File: config.mk
export PLATFORM = sky130hd
export DESIGN_NAME = usb_stream_scheduler
export DESIGN_NICKNAME = d
export VERILOG_FILES = /design/src/rtl/usb_stream_scheduler.sv
export SDC_FILE = /design/constraint.sdc
export NUM_CORES = 1
export LEC_CHECK = 0
export ABC_AREA = 1
export CAP_MARGIN = 15
export CORE_UTILIZATION = 54
export CTS_CLUSTER_DIAMETER = 120
export DETAILED_ROUTE_END_ITERATION = 8
export PLACE_DENSITY = 0.85
export SLEW_MARGIN = 10
export SYNTH_ARGS = -nofsm -noshare
export SYNTH_HDL_FRONTEND = slang
export SYNTH_SLANG_ARGS = --single-unit
File: constraint.sdc
create_clock -name clk -period 2.6 [get_ports clk]
set_clock_uncertainty 0.05 [all_clocks]
set_input_delay 0.26 -clock clk [delete_from_list [all_inputs] [get_ports clk]]
set_output_delay 0.26 -clock clk [all_outputs]
set_load 0.05 [all_outputs]
File: src/rtl/usb_stream_scheduler.sv
// Packet scheduler in front of the FX2 slave-FIFO write port: arbitrates status vs video,
// inserts frame headers and closes short packets with PKTEND on sof, timeout or disable.
module usb_stream_scheduler #(
  parameter int                DATA_W      = 16,
  parameter int                PKT_WORDS   = 256,
  parameter int                TIMEOUT_CYC = 4096,
  parameter logic [DATA_W-1:0] HDR_WORD    = 16'hA55A
) (
  input  logic              clk,
  input  logic              reset,
  input  logic              enable,
  input  logic [DATA_W-1:0] vid_data,
  input  logic              vid_valid,
  input  logic              vid_sof,
  output logic              vid_ready,
  input  logic [DATA_W-1:0] sts_data,
  input  logic              sts_valid,
  input  logic              sts_last,
  output logic              sts_ready,
  input  logic              usb_full_n,
  output logic [DATA_W-1:0] usb_wdata,
  output logic              usb_slwr,
  output logic              usb_pktend,
  output logic [15:0]       frame_count,
  output logic              busy
);

  localparam int CNT_W  = $clog2(PKT_WORDS + 1);
  localparam int IDLE_W = (TIMEOUT_CYC > 1) ? $clog2(TIMEOUT_CYC) : 1;
  localparam logic [CNT_W-1:0]  PKT_LAST  = CNT_W'(PKT_WORDS - 1);
  localparam logic [IDLE_W-1:0] IDLE_LAST = IDLE_W'(TIMEOUT_CYC - 1);

  typedef enum logic [2:0] {ARB, STS, VID, HDR, END} state_t;

  state_t             state;
  logic [CNT_W-1:0]   word_cnt;
  logic [IDLE_W-1:0]  idle_cnt;
  logic               hdr_done;
  logic               sof_pending;
  logic               word_at_last;

  // A sof word is held back until its frame header has gone out.
  assign sof_pending  = vid_valid & vid_sof & ~hdr_done;
  assign word_at_last = (word_cnt == PKT_LAST);
  assign sts_ready    = (state == STS) & usb_full_n & sts_valid;
  assign vid_ready    = (state == VID) & usb_full_n & vid_valid & ~sof_pending;
  assign busy         = (state != ARB);

  always_ff @(posedge clk) begin
    if (reset) begin
      state       <= ARB;
      word_cnt    <= '0;
      idle_cnt    <= '0;
      hdr_done    <= 1'b0;
      frame_count <= '0;
      usb_wdata   <= '0;
      usb_slwr    <= 1'b0;
      usb_pktend  <= 1'b0;
    end else begin
      usb_slwr   <= 1'b0;
      usb_pktend <= 1'b0;
      case (state)
        ARB: begin
          word_cnt <= '0;
          idle_cnt <= '0;
          if (sts_valid)
            state <= STS;
          else if (enable & vid_valid)
            state <= VID;
        end

        STS: begin
          if (sts_ready) begin
            usb_slwr  <= 1'b1;
            usb_wdata <= sts_data;
            if (word_at_last) begin
              word_cnt <= '0;
              state    <= ARB;
            end else begin
              word_cnt <= word_cnt + CNT_W'(1);
              if (sts_last)
                state <= END;
            end
          end
        end

        VID: begin
          if (vid_ready) begin
            usb_slwr  <= 1'b1;
            usb_wdata <= vid_data;
            idle_cnt  <= '0;
            if (vid_sof)
              hdr_done <= 1'b0;
            if (word_at_last) begin
              word_cnt <= '0;
              state    <= ARB;
            end else begin
              word_cnt <= word_cnt + CNT_W'(1);
              if (!enable)
                state <= END;
            end
          end else if (!enable) begin
            state <= (word_cnt != '0) ? END : ARB;
          end else if (sof_pending) begin
            state <= (word_cnt != '0) ? END : HDR;
          end else if (word_cnt == '0) begin
            // Nothing committed to this packet yet, so give status a chance.
            if (!vid_valid)
              state <= ARB;
          end else if (!vid_valid && usb_full_n) begin
            if (idle_cnt == IDLE_LAST)
              state <= END;
            else
              idle_cnt <= idle_cnt + IDLE_W'(1);
          end
        end

        HDR: begin
          if (usb_full_n) begin
            usb_slwr    <= 1'b1;
            usb_wdata   <= HDR_WORD;
            hdr_done    <= 1'b1;
            frame_count <= frame_count + 16'd1;
            word_cnt    <= CNT_W'(1);
            state       <= VID;
          end
        end

        END: begin
          if (usb_full_n) begin
            usb_pktend <= 1'b1;
            word_cnt   <= '0;
            idle_cnt   <= '0;
            state      <= ARB;
          end
        end

        default: state <= ARB;
      endcase
    end
  end

endmodule
# Word level (Yosys, flattened, before mapping)

Index checks and enable logic that the tools add are counted.

Add/sub/neg operators: 3
Multipliers: 0
Divide/modulo/power cells: 0
Magnitude comparators: 0
Eq/ne operators: 22
Shifts and indexed selects: 0
Muxes and demuxes: 45
Bitwise logic cells: 11
Reductions and logical operators: 17

Operators with widths:

| cell                                                  | count |
|---|---|
| 2-to-1 mux 12 bit                                     | 7 |
| 2-to-1 mux 3 bit                                      | 18 |
| 2-to-1 mux 16 bit                                     | 3 |
| one-hot mux 16 bit (3 select lines)                   | 1 |
| 2-to-1 mux 9 bit                                      | 5 |
| one-hot mux 9 bit (5 select lines)                    | 1 |
| one-hot mux 12 bit (3 select lines)                   | 1 |
| inequality test 3 bit, second input constant          | 6 |
| adder 16 x 1 -> 16 bit, second input constant         | 1 |
| one-hot mux 3 bit (5 select lines)                    | 1 |
| adder 12 x 1 -> 12 bit, second input constant         | 1 |
| == test 12 bit, second input constant                 | 1 |
| inequality test 6 x 4 -> 1 bit, second input constant | 2 |
| inequality test 2 bit, second input constant          | 5 |
| adder 9 x 1 -> 9 bit, second input constant           | 1 |
| == test 9 x 8 -> 1 bit, second input constant         | 1 |
| logical NOT 9 bit                                     | 1 |
| AND reduction 9 bit                                   | 1 |
| nonzero test 3 bit                                    | 3 |
| nonzero test 9 bit                                    | 1 |
| bitwise AND 1 bit                                     | 8 |
| AND reduction 4 bit                                   | 2 |
| AND reduction 7 bit                                   | 1 |
| == test 3 x 2 -> 1 bit, second input constant         | 2 |
| other kinds (17)                                      | 24 |

Bits in registers: 59
Bits in latches: 0
Bits in writable memories: 0
Bits in read-only memories: 0
Input bits: 40
Output and inout bits: 37
Logic and storage cells: 106
Memories kept: 0

# Logic depth before layout (Yosys ltp)

Gate-level depths: netlist of run 1.

Word-level depth: 8
Mapped depth: 14

# Worst setup path after synthesis of run 1

OpenSTA, ideal clock, no wires.

Path type: register to register
From: register state[0]
To: register usb_wdata[10]
Setup time: 0.080 ns
Arrival time: 2.058 ns
Required time: 2.470 ns
Slack: 0.412 ns
Cell stages (with the launch flop): 10
Period minus slack after synthesis: 2.188 ns
Path through: dfxtp_1 > inv_1 > nor3_2 > inv_1 > nor2_1 > nor2_1 > nand2_2 > buf_4 > nor2_1 > a211oi_2

Elaborated cells between the ends (all ways): 14
Classes of those cells: eq/ne: 6; mux: 1; bitwise: 5; reduce/logical: 2

RTL lines:

| what                            | line | text |
|---|---|---|
| start, declared                 | 35   | `state_t state;` |
| start signal, assigned          | 103  | `state <= (word_cnt != '0) ? END : ARB;` |
| start signal, assigned          | 105  | `state <= (word_cnt != '0) ? END : HDR;` |
| == test 3 x 1 -> 1 bit          | 45   | `assign sts_ready = (state == STS) & usb_full_n & sts_valid;` |
| bitwise AND 1 bit (2 in a row)  | 45   |  |
| named net sts_ready             | 19   | `output logic sts_ready,` |
| inequality test 2 bit (no line) | -    |  |
| AND reduction 4 bit (no line)   | -    |  |
| end signal, assigned            | 75   | `usb_wdata <= sts_data;` |
| end signal, assigned            | 90   | `usb_wdata <= vid_data;` |
| end, declared                   | 21   | `output logic [DATA_W-1:0] usb_wdata,` |

The timed path passes the listed nets, and every way through them passes these cells.
A chain may end at the register's enable or synchronous reset.

# Worst setup path in the final report of run 1

From: register state[1]
To: output port busy

Word-level cells in the longest chain between the ends: 1

Ends and longest elaborated chain:

| what               | line | text |
|---|---|---|
| nonzero test 3 bit | 47   | `assign busy = (state != ARB);` |
| end, declared      | 25   | `output logic busy` |

No other way between the ends.

==> results of run 1 <==
state kept, by name, summed over array words and instances, names as in the netlist:
| signal | count |
|---|---|
| frame_count | 16 |
| usb_wdata | 16 |
| idle_cnt | 12 |
| word_cnt | 9 |
| state | 3 |
| hdr_done | 1 |
| usb_pktend | 1 |
| usb_slwr | 1 |
worst max-delay path: stages, from the launching register on:
cell             delay [ns]
dfxtp_1                0.49
nor2_1                 0.16
nand2_1                0.16
clkdlybuf4s50_1        0.83
cell type report:
type	count	area, um2	area share [%]
multi-input combinational	350	1830	42.7
sequential	59	1180	27.5
timing repair buffer	78	771	18.0
inverter	57	219	5.11
clock buffer	9	124	2.89
tap	75	93.8	2.19
clock inverter	7	68.8	1.60
metal layers:
metal | part of all wire [%] | track usage [%] | vias up
met2 | 48 | 46.5 | 109
met1 | 45 | 34.4 | 1561
met3 | 5.7 | 6.36 | 13
met5 | 0 | 0 | -
met4 | 1.6 | 10.2 | 0
li1 | - | - | 1727
metrics by stage:
step | area (um2) | setup slack (ns)
floorplan | 3300 | 0.412
finish | 4290 | 0.313
global route | 4290 | 0.250
CTS | 4290 | 0.320
detailed placement | 4100 | 0.333
global placement | 4100 | 0.427
cell families after synthesis:
kind of cell               count (synthesis)  share of synthesized area, %
buffers and inverters                     69                          8.83
DFF                                       59                          35.8
adders and majority gates                  4                          1.52
AOI/OAI and AO/OA                         89                          16.9
and+or+nand+nor                          251                          35.5
xor gates and xnor gates                   6                          1.59
power by group:
part           switching, mW  leakage, nW  internal (mW)  total, mW
Sequential            0.0862        0.478           1.01       1.09
Clock                  0.386       0.0950          0.438      0.824
Combinational          0.991         1.14          0.467       1.46
Total                   1.46         1.72           1.91       3.37
final timing paths:
path	depth (start not counted)	endpoint	slack, ns
worst max-delay path	3	busy	0.31
worst min-delay path	2	frame_count[12]$_SDFFE_PP0P_	0.42
worst min register to register	2	frame_count[12]$_SDFFE_PP0P_	0.42
worst max register to register	8	usb_wdata[0]$_SDFFE_PP0P_	0.45
layout by cell type (no fill, tap or decap), types with 9 or more instances in the layout:
master	Yosys	final
nand2_1	109	109
clkdlybuf4s50_1	0	74
nor2_1	67	67
dfxtp_1	59	59
inv_1	54	54
a21oi_1	32	32
nand3_1	26	26
o21ai_0	24	24
nor3_1	14	14
o22ai_1	9	9
clkbuf_8	0	9
synth_stat cells:
| master | number | area share (%) |
|---|---|---|
| nand3_4 | 1 | 0.53 |
| buf_6 | 2 | 0.68 |
| nand2_2 | 2 | 0.38 |
| inv_2 | 1 | 0.11 |
| o21ai_2 | 1 | 0.27 |
| a211oi_2 | 8 | 3.0 |
| nand2_4 | 4 | 1.4 |
| a211oi_1 | 1 | 0.23 |
| nand3_1 | 26 | 3.9 |
| nor3_1 | 14 | 2.1 |
| nor2_4 | 4 | 1.4 |
| nor3_2 | 1 | 0.30 |
| nor4_1 | 1 | 0.19 |
| nor3b_1 | 1 | 0.23 |
| a31oi_1 | 2 | 0.38 |
| a22oi_1 | 8 | 1.8 |
| o22ai_1 | 9 | 1.7 |
| nand4_1 | 8 | 1.5 |
| inv_1 | 54 | 6.1 |
| o31ai_1 | 1 | 0.23 |
| o21ai_0 | 24 | 3.6 |
| nor2_8 | 2 | 1.2 |
| inv_4 | 2 | 0.38 |
| xor2_1 | 4 | 1.1 |
| dfxtp_1 | 59 | 36 |
| o21a_1 | 2 | 0.45 |
| nand2_1 | 109 | 12 |
| nor2_2 | 5 | 0.95 |
| or2_1 | 1 | 0.19 |
| buf_2 | 1 | 0.15 |
| nand3_2 | 1 | 0.30 |
| ha_1 | 4 | 1.5 |
| buf_4 | 3 | 0.68 |
| clkbuf_1 | 6 | 0.68 |
| a21oi_2 | 1 | 0.27 |
| and3_1 | 1 | 0.19 |
| nor2_1 | 67 | 7.6 |
| a21oi_1 | 32 | 4.8 |
| nand3b_1 | 3 | 0.68 |
| xnor2_1 | 2 | 0.53 |
==> impl_metrics.csv, run 1 <==
group,metric,value,unit
outcome,run_status,"complete, no violations",
clocking,numCtsBuffers,9,
global_routing,grt_pass1_vias,3069,
synthesis,synth.cell_area,3300,um2
timing,report.final.hold_viol_count,0,
synthesis,synth_warnings,0,
setup_path,crit_fanout,6,
synthesis,synth-seq-cells,59,
timing,timing.final.crit_share,87.9,%
global_routing,grt_first_pass_wirelength,13800,um
synthesis,synth_seq_area_share,35.8,%
global_routing,antenna_found_initial,0,
route,viasPerCell,5.37,
global_routing,grt_max_degree,33,
clocking,worstSkewPairLatency,0.35,ns
setup_path,start_kind,"register",
placement,gp_congestion,0.909,
setup_path,critPathKind,"reg2out",
final_layout,fin_util,72.4,%
worst_hold_path,holdCritStartpoint,"frame_count[12]$_SDFFE_PP0P_",
placement,io_buffers,76,
power,cellPowerDensity,787,nW/um2
placement,dp_hpwl,6180,um
synthesis,synthDistinctLibCells,40,
clocking,cts_resized,0,
final_layout,drive_gt1_share,9.46,%
clocking,clkTransAtPathRegs,0.08,ns
floorplan,die_h,80.2,um
floorplan,fp.dieW,80.2,um
power,leakage,1.72,nW
clocking,cts_root_buffer,"clkbuf_8",
final_layout,final_nets,599,
route,postRouteAntennaNets,0,
route,wl,8390,um
setup_path,required,2.29,ns
placement,place_inst,619,
setup_path,cp_data_arrival_time,1.98,ns
floorplan,core_region_area,5920,um2
setup_path,critPathLaunch,"state[1]$_SDFFE_PP0P_",
timing,slew_viol_final,0,
route,drc,0,
synthesis,synthCells,478,
final_layout,diodes,0,
clocking,cts_sinks,59,
final_layout,post_layout_nonfiller_instances,635,
worst_hold_path,min_path_type,"reg2reg",
clocking,cts_setup_buffers,0,
setup_path,rr_startpoint,"state[1]$_SDFFE_PP0P_",
clocking,cts_hold_buf,0,
job,cap_violations,0,
timing,rsz0062_at_grt,"no",
clocking,cts_tree,"built",
setup_path,crit_path_end_kind,"primary output",
floorplan,ios,77,
synthesis,synth.avg_cell_area,6.91,um2
floorplan,dieArea,6430,um2
route,wl_per_cell,13.2,um
timing,tightest_slew,0.674,ns
floorplan,row_count,28,
clocking,cts_buffer_depth,2,
timing,setup_tns,0,ns
timing,finalSetupViolations,0,
final_layout,n_fill_cell,484,
power,total_power,3.37,mW
timing,fin_crit,2.29,ns
route,routed-via-count,3410,
global_routing,track_usage,27.7,%
route,dr.pass1.iters,5,
floorplan,floorplan.initialDensity,55.8,%
timing,max_freq,437,MHz
timing,hold_ws,0.421,ns
synthesis,syn_nets,522,
clocking,htreeDepth,3,
timing,relSlewSlack,55.0,%
global_routing,overflow,0,
route,first_iter_violations,190,
power,peakVddDrop,0.504,mV
final_layout,area_growth,29.8,%
Note: power is estimated with default switching activity, not from simulation.
==> inputs of run 2 (changes only) <==
Settings changed: ABC_CLOCK_PERIOD_IN_PS set to 2600.
==> results of run 2 <==
The final DEF is identical to that of run 1; final timing and power are the same.
==> inputs of run 3 (changes only) <==
Settings changed: RECOVER_POWER set to 50.
==> impl_metrics.csv, run 3 (synthesis results as in run 1) <==
group,metric,value,unit
outcome,run_status,"complete, no violations",
power,cellPowerDensity,784,nW/um2
final_layout,final_common_cell,"nand2_1",
final_layout,final_cell_mix,"nand2_1 (110), nor2_1 (72), dfxtp_1 (59)",
final_layout,n_fill_cell,489,
global_routing,gr-usage-met3,6.36,%
clocking,cts_resized,0,
route,wl,8440,um
placement,place_area,4100,um2
route,viasPerCell,5.37,
clocking,cts_hold_buf,0,
floorplan,core_region_area,5920,um2
placement,io_buffers,76,
setup_path,critPathKind,"reg2out",
clocking,cts_tree,"built",
route,postRouteAntennaNets,0,
power,pwr-share-clk,24.6,%
setup_path,crit_path_end_kind,"primary output",
setup_path,slowest_stage,"clkdlybuf4s50_1",
clocking,cts_root_buffer,"clkbuf_8",
route,routed-via-count,3407,
clocking,clkTransAtPathRegs,0.08,ns
timing,report.final.hold_viol_count,0,
final_layout,multi_input_area,1810,um2
global_routing,grt_pass1_vias,3069,
setup_path,required,2.29,ns
global_routing,grt_busiest_layer,"met2",
final_layout,fin_area,4260,um2
placement,pre_cts_ws,0.333,ns
global_routing,antenna_found_initial,0,
power,p_int,1.89,mW
final_layout,diodes,0,
worst_hold_path,min_path_type,"reg2reg",
final_layout,reg.largest.list,"frame_count: 16 flops, usb_wdata: 16 flops, idle_cnt: 12 flops",
clocking,numCtsBuffers,9,
power,seq_power_share,32.6,%
final_layout,final_nets,599,
global_routing,overflow,0,
setup_path,slowest_delay,0.83,ns
timing,slew_viol_final,0,
timing,relSlewSlack,53.4,%
floorplan,fp.dieW,80.2,um
timing,hold_ws,0.416,ns
power,leakage,1.82,nW
timing,max_freq,440,MHz
global_routing,grt_first_pass_wirelength,13800,um
final_layout,ff_latch_area,1180,um2
clocking,cts_buffer_depth,2,
placement,gp_congestion,0.909,
worst_hold_path,hold_depth,2,
global_routing,grt_util_met1,34.4,%
power,p_sw,1.46,mW
timing,setup_tns,0,ns
floorplan,row_count,28,
floorplan,ios,77,
route,wl_per_cell,13.3,um
power,swShare,43.6,%
power,p_comb_share,42.9,%
global_routing,grt_max_degree,33,
setup_path,cp_data_arrival_time,1.96,ns
setup_path,crit_chain,"nor2_1, nand2_1, clkdlybuf4s50_1",
timing,fin_crit,2.27,ns
timing,rsz0062_at_grt,"no",
setup_path,cp_top_family,"buffers and inverters",
power,total_power,3.34,mW
timing,fin_ws,0.327,ns
setup_path,cp.buffers_inverters,1,
route,drc,0,
clocking,htreeDepth,3,
final_layout,fin_util,72.0,%
floorplan,dieArea,6430,um2
setup_path,path_depth,3,
timing,finalSetupViolations,0,
route,dr.pass1.iters,4,
global_routing,met2_usage,46.5,%
timing,tightest_slew,0.698,ns
clocking,worstSkewPairLatency,0.34,ns
clocking,cts_sinks,59,
global_routing,track_usage,27.7,%
floorplan,floorplan.initialDensity,55.8,%
placement,place_inst,619,
final_layout,post_layout_nonfiller_instances,635,
job,cap_violations,0,
timing,timing.final.crit_share,87.4,%
setup_path,r2r_cells,8,
final_layout,drive_gt1_share,8.39,%
clocking,cts_setup_buffers,0,
floorplan,die_h,80.2,um
setup_path,crit_fanout,6,
placement,dp_hpwl,6180,um
route,first_iter_violations,175,
final_layout,area_growth,29.1,%
power,peakVddDrop,0.502,mV
setup_path,start_kind,"register",
## run 3: per-layer routing
layer / vias to the layer above / share of wire (%)
met5: - / 0
met4: 0 / 1.5
met3: 12 / 5.7
met2: 115 / 47
met1: 1549 / 46
li1: 1731 / -
## run 3: cell type report
type / instances / share of cell area [%]
clock buffers: 9 / 2.91
clock inverters: 7 / 1.61
inverters: 57 / 5.14
multi-input cells: 350 / 42.4
flip-flops and latches: 59 / 27.7
well taps: 75 / 2.20
repair buffers: 78 / 18.1
## run 3: worst reg2reg max path: stages (launching register included)
cell and delay, ns:
dfxtp_1 0.49, nand2_1 0.09, nor2_1 0.28, nand2_4 0.14, inv_1 0.20, nor2_1 0.10
nand2_2 0.46, o21ai_0 0.18, a21oi_1 0.16
## run 3: power by group through the flow
stage / Combinational [mW] / Sequential, mW / Clock (mW)
after floorplan: 0.886 / 1.30 / 0
after global placement: 1.42 / 1.11 / 0
after detailed placement: 1.45 / 1.11 / 0
after CTS: 1.46 / 1.09 / 0.833
after global routing: 1.56 / 1.10 / 0.881
final: 1.43 / 1.09 / 0.821
## run 3: path summary, 6_finish.rpt
path	slack, ns	end	start
max	0.33	busy	state[1]$_SDFFE_PP0P_
max reg2reg	0.38	usb_wdata[0]$_SDFFE_PP0P_	state[1]$_SDFFE_PP0P_
min	0.42	frame_count[12]$_SDFFE_PP0P_	frame_count[12]$_SDFFE_PP0P_
min reg2reg	0.42	frame_count[12]$_SDFFE_PP0P_	frame_count[12]$_SDFFE_PP0P_
